File: src/rtl/note_judge.sv
// note_judge: rhythm-game judge. Plays a 16-slot, 2-bit-per-slot note pattern
// one slot per beat and scores the player's lane button presses against it.
module note_judge #(
   parameter int unsigned BEAT_DIV = 1000
) (
   input  logic        clk,
   input  logic        nrst,
   input  logic        start,
   input  logic [31:0] song,
   input  logic [2:0]  buttons,
   output logic [1:0]  target,
   output logic [7:0]  score,
   output logic [4:0]  combo,
   output logic [4:0]  misses,
   output logic        playing,
   output logic        done
);

   localparam logic [1:0]  ST_IDLE   = 2'd0;
   localparam logic [1:0]  ST_PLAY   = 2'd1;
   localparam logic [1:0]  ST_DONE   = 2'd2;
   localparam logic [15:0] LAST_BEAT = 16'(BEAT_DIV - 1);

   logic [1:0]  state_q,    state_d;
   logic [15:0] cnt_q,      cnt_d;
   logic [3:0]  slot_q,     slot_d;
   logic [31:0] shift_q,    shift_d;
   logic [7:0]  score_q,    score_d;
   logic [4:0]  combo_q,    combo_d;
   logic [4:0]  misses_q,   misses_d;
   logic        lock_q,     lock_d;
   logic [2:0]  btn_prev_q, btn_prev_d;

   logic [2:0]  press;
   logic        tick;
   logic        judged;

   function automatic logic [7:0] sat_inc8(input logic [7:0] v);
      return (v == 8'hFF) ? v : v + 8'd1;
   endfunction

   function automatic logic [4:0] sat_inc5(input logic [4:0] v);
      return (v == 5'h1F) ? v : v + 5'd1;
   endfunction

   // Lane encoding 1..3 maps to button bit 0..2.
   function automatic logic [2:0] lane_onehot(input logic [1:0] note);
      case (note)
         2'd1:    return 3'b001;
         2'd2:    return 3'b010;
         2'd3:    return 3'b100;
         default: return 3'b000;
      endcase
   endfunction

   // Next-state: start/latch, per-cycle press judgement, beat advance.
   always_comb begin
      state_d    = state_q;
      cnt_d      = cnt_q;
      slot_d     = slot_q;
      shift_d    = shift_q;
      score_d    = score_q;
      combo_d    = combo_q;
      misses_d   = misses_q;
      lock_d     = lock_q;
      btn_prev_d = buttons;
      press      = buttons & ~btn_prev_q;
      tick       = 1'b0;
      judged     = 1'b0;

      case (state_q)
         ST_PLAY: begin
            tick  = (cnt_q == LAST_BEAT);
            cnt_d = tick ? 16'd0 : cnt_q + 16'd1;

            // A press is judged at most once per slot; rests only break the combo.
            if (!lock_q && (press != 3'b000)) begin
               if (shift_q[1:0] == 2'd0) begin
                  combo_d = 5'd0;
               end else begin
                  judged = 1'b1;
                  lock_d = 1'b1;
                  if (press == lane_onehot(shift_q[1:0])) begin
                     score_d = sat_inc8(score_q);
                     combo_d = sat_inc5(combo_q);
                  end else begin
                     misses_d = sat_inc5(misses_q);
                     combo_d  = 5'd0;
                  end
               end
            end

            // The outgoing slot is judged above before the tick advances the pattern.
            if (tick) begin
               if ((shift_q[1:0] != 2'd0) && !lock_q && !judged) begin
                  misses_d = sat_inc5(misses_q);
                  combo_d  = 5'd0;
               end
               shift_d = {2'b00, shift_q[31:2]};
               slot_d  = slot_q + 4'd1;
               lock_d  = 1'b0;
               if (slot_q == 4'd15) begin
                  state_d = ST_DONE;
               end
            end
         end
         default: begin
            if (start) begin
               state_d  = ST_PLAY;
               shift_d  = song;
               cnt_d    = 16'd0;
               slot_d   = 4'd0;
               score_d  = 8'd0;
               combo_d  = 5'd0;
               misses_d = 5'd0;
               lock_d   = 1'b0;
            end
         end
      endcase
   end

   // State registers; reset clears everything, including mid-play.
   always_ff @(posedge clk or negedge nrst) begin
      if (!nrst) begin
         state_q    <= ST_IDLE;
         cnt_q      <= 16'd0;
         slot_q     <= 4'd0;
         shift_q    <= 32'd0;
         score_q    <= 8'd0;
         combo_q    <= 5'd0;
         misses_q   <= 5'd0;
         lock_q     <= 1'b0;
         btn_prev_q <= 3'b000;
      end else begin
         state_q    <= state_d;
         cnt_q      <= cnt_d;
         slot_q     <= slot_d;
         shift_q    <= shift_d;
         score_q    <= score_d;
         combo_q    <= combo_d;
         misses_q   <= misses_d;
         lock_q     <= lock_d;
         btn_prev_q <= btn_prev_d;
      end
   end

   assign target  = (state_q == ST_PLAY) ? shift_q[1:0] : 2'd0;
   assign score   = score_q;
   assign combo   = combo_q;
   assign misses  = misses_q;
   assign playing = (state_q == ST_PLAY);
   assign done    = (state_q == ST_DONE);

endmodule

File: config.mk
export PLATFORM = sky130hd
export DESIGN_NAME = note_judge
export DESIGN_NICKNAME = d
export VERILOG_FILES = /design/src/rtl/note_judge.sv
export SDC_FILE = /design/constraint.sdc
export NUM_CORES = 1
export LEC_CHECK = 0
export ABC_AREA = 0
export BUFFER_PORTS_ARGS = -buffer_cell sky130_fd_sc_hd__buf_2
export CAP_MARGIN = 20
export CORE_MARGIN = 1.5
export CORE_UTILIZATION = 57
export CTS_CLUSTER_DIAMETER = 200
export DETAILED_ROUTE_END_ITERATION = 8
export PLACE_DENSITY_LB_ADDON = 0.3
export SYNTH_ARGS = -nofsm -noshare
export SYNTH_HDL_FRONTEND = slang
export SYNTH_SLANG_ARGS = --single-unit
File: constraint.sdc
create_clock -name clk -period 3.1 [get_ports clk]
set_clock_uncertainty 0.15 [all_clocks]
set_input_delay 0.62 -clock clk [delete_from_list [all_inputs] [get_ports clk]]
set_output_delay 0.62 -clock clk [all_outputs]
set_load 0.02 [all_outputs]
==> flow_metrics.env <==
export IMPL_startpoint_type="flip-flop"
export IMPL_synth_top_cell_by_area="dfrtp_1"
export IMPL_ir_drop_mv=0.383
export IMPL_io_pins=60
export IMPL_yosys_warnings=0
export IMPL_relSlewSlack_pct=36.8
export IMPL_maxCapViolations=0
export IMPL_grt_max_degree=77
export IMPL_p_leak_nw=2.10
export IMPL_synth_simple_area_share_pct=25.4
export IMPL_antenna_found_initial=0
export IMPL_ys_ff_latch=76
export IMPL_fin_crit_sh_pct=85.8
export IMPL_drt_pass1_iterations=4
export IMPL_die_area_sq_um=7400
export IMPL_syn_area_per_cell_sq_um=8.73
export IMPL_antenna_left=0
export IMPL_critPathBufInv=2
export IMPL_combPwrFrac_pct=25.6
export IMPL_gp_congestion=0.869
export IMPL_yosysUniqueCellTypes=51
export IMPL_seq_power_share_pct=45.6
export IMPL_cp_top_family="buffers and inverters"
export IMPL_power_switching_share_pct=33.2
export IMPL_synth_top_family_by_area="simple AND/OR/NAND/NOR gates"
export IMPL_grt_pass1_vias=3231
export IMPL_rows=30
export IMPL_seq_area_frac_synth_pct=48.4
export IMPL_arrival_ps=1890
export IMPL_worst_pin_slew_ps=948
export IMPL_drt_iter0_markers=341
export IMPL_layout_cells_non_filler=587
export IMPL_synth_cells=450
export IMPL_io_buffers=59
export IMPL_cp_max_fo=22
export IMPL_rsz0062_at_grt="false"
export IMPL_yosysTopAreaCellShare_pct=48.4
export IMPL_power_total_mw=3.18
export IMPL_clk_path_buf_depth=2
export IMPL_cts_resized=0
export IMPL_holdCritPathClass="in2async"
export IMPL_met1_length_um=4080
export IMPL_yosysMostFrequentCell="nand2_1"
export IMPL_yosys_top_cells_area="dfrtp_1 (48%), nand2_1 (8.9%), a31oi_1 (5.9%)"
export IMPL_layout_min_cycle_time_ps=2660
export IMPL_synthAdderAreaFrac_pct=1.59
export IMPL_drc=0
export IMPL_die_w_um=86.0
export IMPL_clk_pin_slew_ps=80
export IMPL_die_h_um=86.0
export IMPL_wl_met2_um=3970
export IMPL_clockRootBuffer="clkbuf_8"
export IMPL_fp_coreArea_sq_um=6720
export IMPL_path_class="reg2out"
export IMPL_cts_tree="built"
export IMPL_finalSetupViolations=0
export IMPL_track_usage_pct=25.6
export IMPL_synth_mux_area_fraction_pct=1.82
export IMPL_synthFlopType="dfrtp_1"
export IMPL_wl_met3_um=422
export IMPL_synth_top_cells_by_count="nand2_1 (93), dfrtp_1 (76), nor2_1 (55), a31oi_1 (37), o21ai_0 (32)"
export IMPL_synth_compound_area_share_pct=18.0
export IMPL_p_per_area_nw_per_um2=706
export IMPL_routed_wl_um=8620
export IMPL_cell_internal_pwr_mw=2.12
export IMPL_synth_xor_area_share_pct=0.892
export IMPL_top_layer="met4"
export IMPL_power_net_switching_mw=1.06
export IMPL_synth_edf_count=0
export IMPL_wl_per_cell_um=14.7
export IMPL_async_flop_share_pct=100
export IMPL_clk_latency_ps=360
export IMPL_cts_made_buffers=9
export IMPL_viasPerCell=5.99
export IMPL_critPathMaxStageDelay_ps=430
export IMPL_crit_required_ps=2330
export IMPL_start_util_pct=58.5
export IMPL_hold_buffers=0
export IMPL_fill_cells=563
export IMPL_postCtsSetupRepairBufs=0
export IMPL_grt_pass1_wl_um=15000
export IMPL_area_sequential_sq_um=1900
export IMPL_crit_slowest_cell="inv_2"
export IMPL_fmax_ghz=0.376
export IMPL_dp_cells=572
export IMPL_synth_cell_area_sq_um=3930
export IMPL_cts_htree_levels=3
export IMPL_area_growth_syn_to_layout_pct=14.7
export IMPL_vias=3514
export IMPL_multi_input_area_sq_um=1870
export IMPL_antenna_cells=0
export IMPL_drv_slew=0
export IMPL_grt_overflow_total=0
export IMPL_tns_ps=0
export IMPL_cp_end_kind="primary output"
export IMPL_outcome="complete, no violations"
export IMPL_cts_num_sinks=76
export IMPL_syn_nets=493
export IMPL_hpwl_um=5840
export IMPL_worstPathCellList="nand2b_1 -> inv_2 -> and2_1 -> buf_2"
export IMPL_clockPowerShare_pct=28.8
export IMPL_hold_viol=0
export IMPL_drive_gt1_share_pct=17.9
export IMPL_fin_nets=546
==> flip-flops by register name, summed over array words and instances (netlist names) <==
register    count
lock_q          1
score           8
misses          5
state_q         2
slot_q          4
cnt_q          16
shift_q        32
btn_prev_q      3
combo           5
==> metal layers <==
metal | vias up | track usage (%)
met5 | - | 0
met4 | 0 | 10.4
met3 | 12 | 4.14
met2 | 89 | 39.6
met1 | 1711 | 36.2
li1 | 1702 | -
==> cell usage in the layout, fill, tap and decap left out, types with 5 or more instances in the layout <==
cell	synthesis	final
a21oi_1	6	6
and3_1	7	7
buf_4	0	6
nand2b_1	6	6
nand2_1	93	93
buf_2	4	58
nand3_1	16	16
nand4_1	12	12
nor2_1	55	55
nor2b_1	6	6
nor3_1	6	6
dfrtp_1	76	76
mux2i_1	6	6
o21ai_0	32	32
o31ai_1	6	6
clkbuf_8	0	10
inv_1	9	9
and2_1	6	6
a31oi_1	37	37
ha_1	5	5
==> worst paths after layout <==
path,start,end,slack [ps],cells past startpoint
max,state_q[1]$_DFFE_PN0P_,target[1],440,4
min,nrst,cnt_q[0]$_DFFE_PN0P_,250,1
max reg2reg,cnt_q[3]$_DFFE_PN0P_,state_q[0]$_DFFE_PN0P_,500,5
min reg2reg,score[7]$_DFFE_PN0P_,score[7]$_DFFE_PN0P_,360,1
max in group asynchronous,nrst,shift_q[24]$_DFFE_PN0P_,1920,1
min in group clk,buttons[2],btn_prev_q[2]$_DFF_PN0_,250,1
==> metrics by stage <==
| step | utilization [%] | area, sq um | hold slack, ps | setup WS, ps |
|---|---|---|---|---|
| floorplan | - | 3930 | 174 | 782 |
| global route | 67.1 | 4510 | 247 | 321 |
| global placement | 63.5 | 4270 | 338 | 605 |
| detailed placement | 63.5 | 4270 | 351 | 537 |
| CTS | 67.1 | 4510 | 232 | 438 |
| finish | 67.1 | 4510 | 246 | 439 |
==> kinds of logic (layout without fill, tap and decap cells) <==
group           after synthesis  in the layout
flops                        76             76
simple gates                219            219
fa+ha+maj                     5              5
xor+xnor                      4              4
mux                           7              7
buf+inv                      33             90
compound gates              106            106
==> layout make-up <==
type | instances | share of cell area, %
Inverter | 10 | 0.833
Clock inverter | 5 | 2.22
Timing Repair Buffer | 65 | 7.89
Sequential cell | 76 | 42.2
Multi-Input combinational cell | 341 | 41.6
Clock buffer | 10 | 3.05
Tap cell | 80 | 2.22
==> power by group through the flow <==
stage                     Clock (mW)  Combinational, mW  Sequential, mW
after global routing           0.965              0.930            1.49
after global placement             0              0.778            1.46
after detailed placement           0              0.819            1.46
after CTS                      0.929              0.820            1.45
after floorplan                    0              0.587            1.44
final                          0.916              0.814            1.45
(Power assumes the default switching activity.)
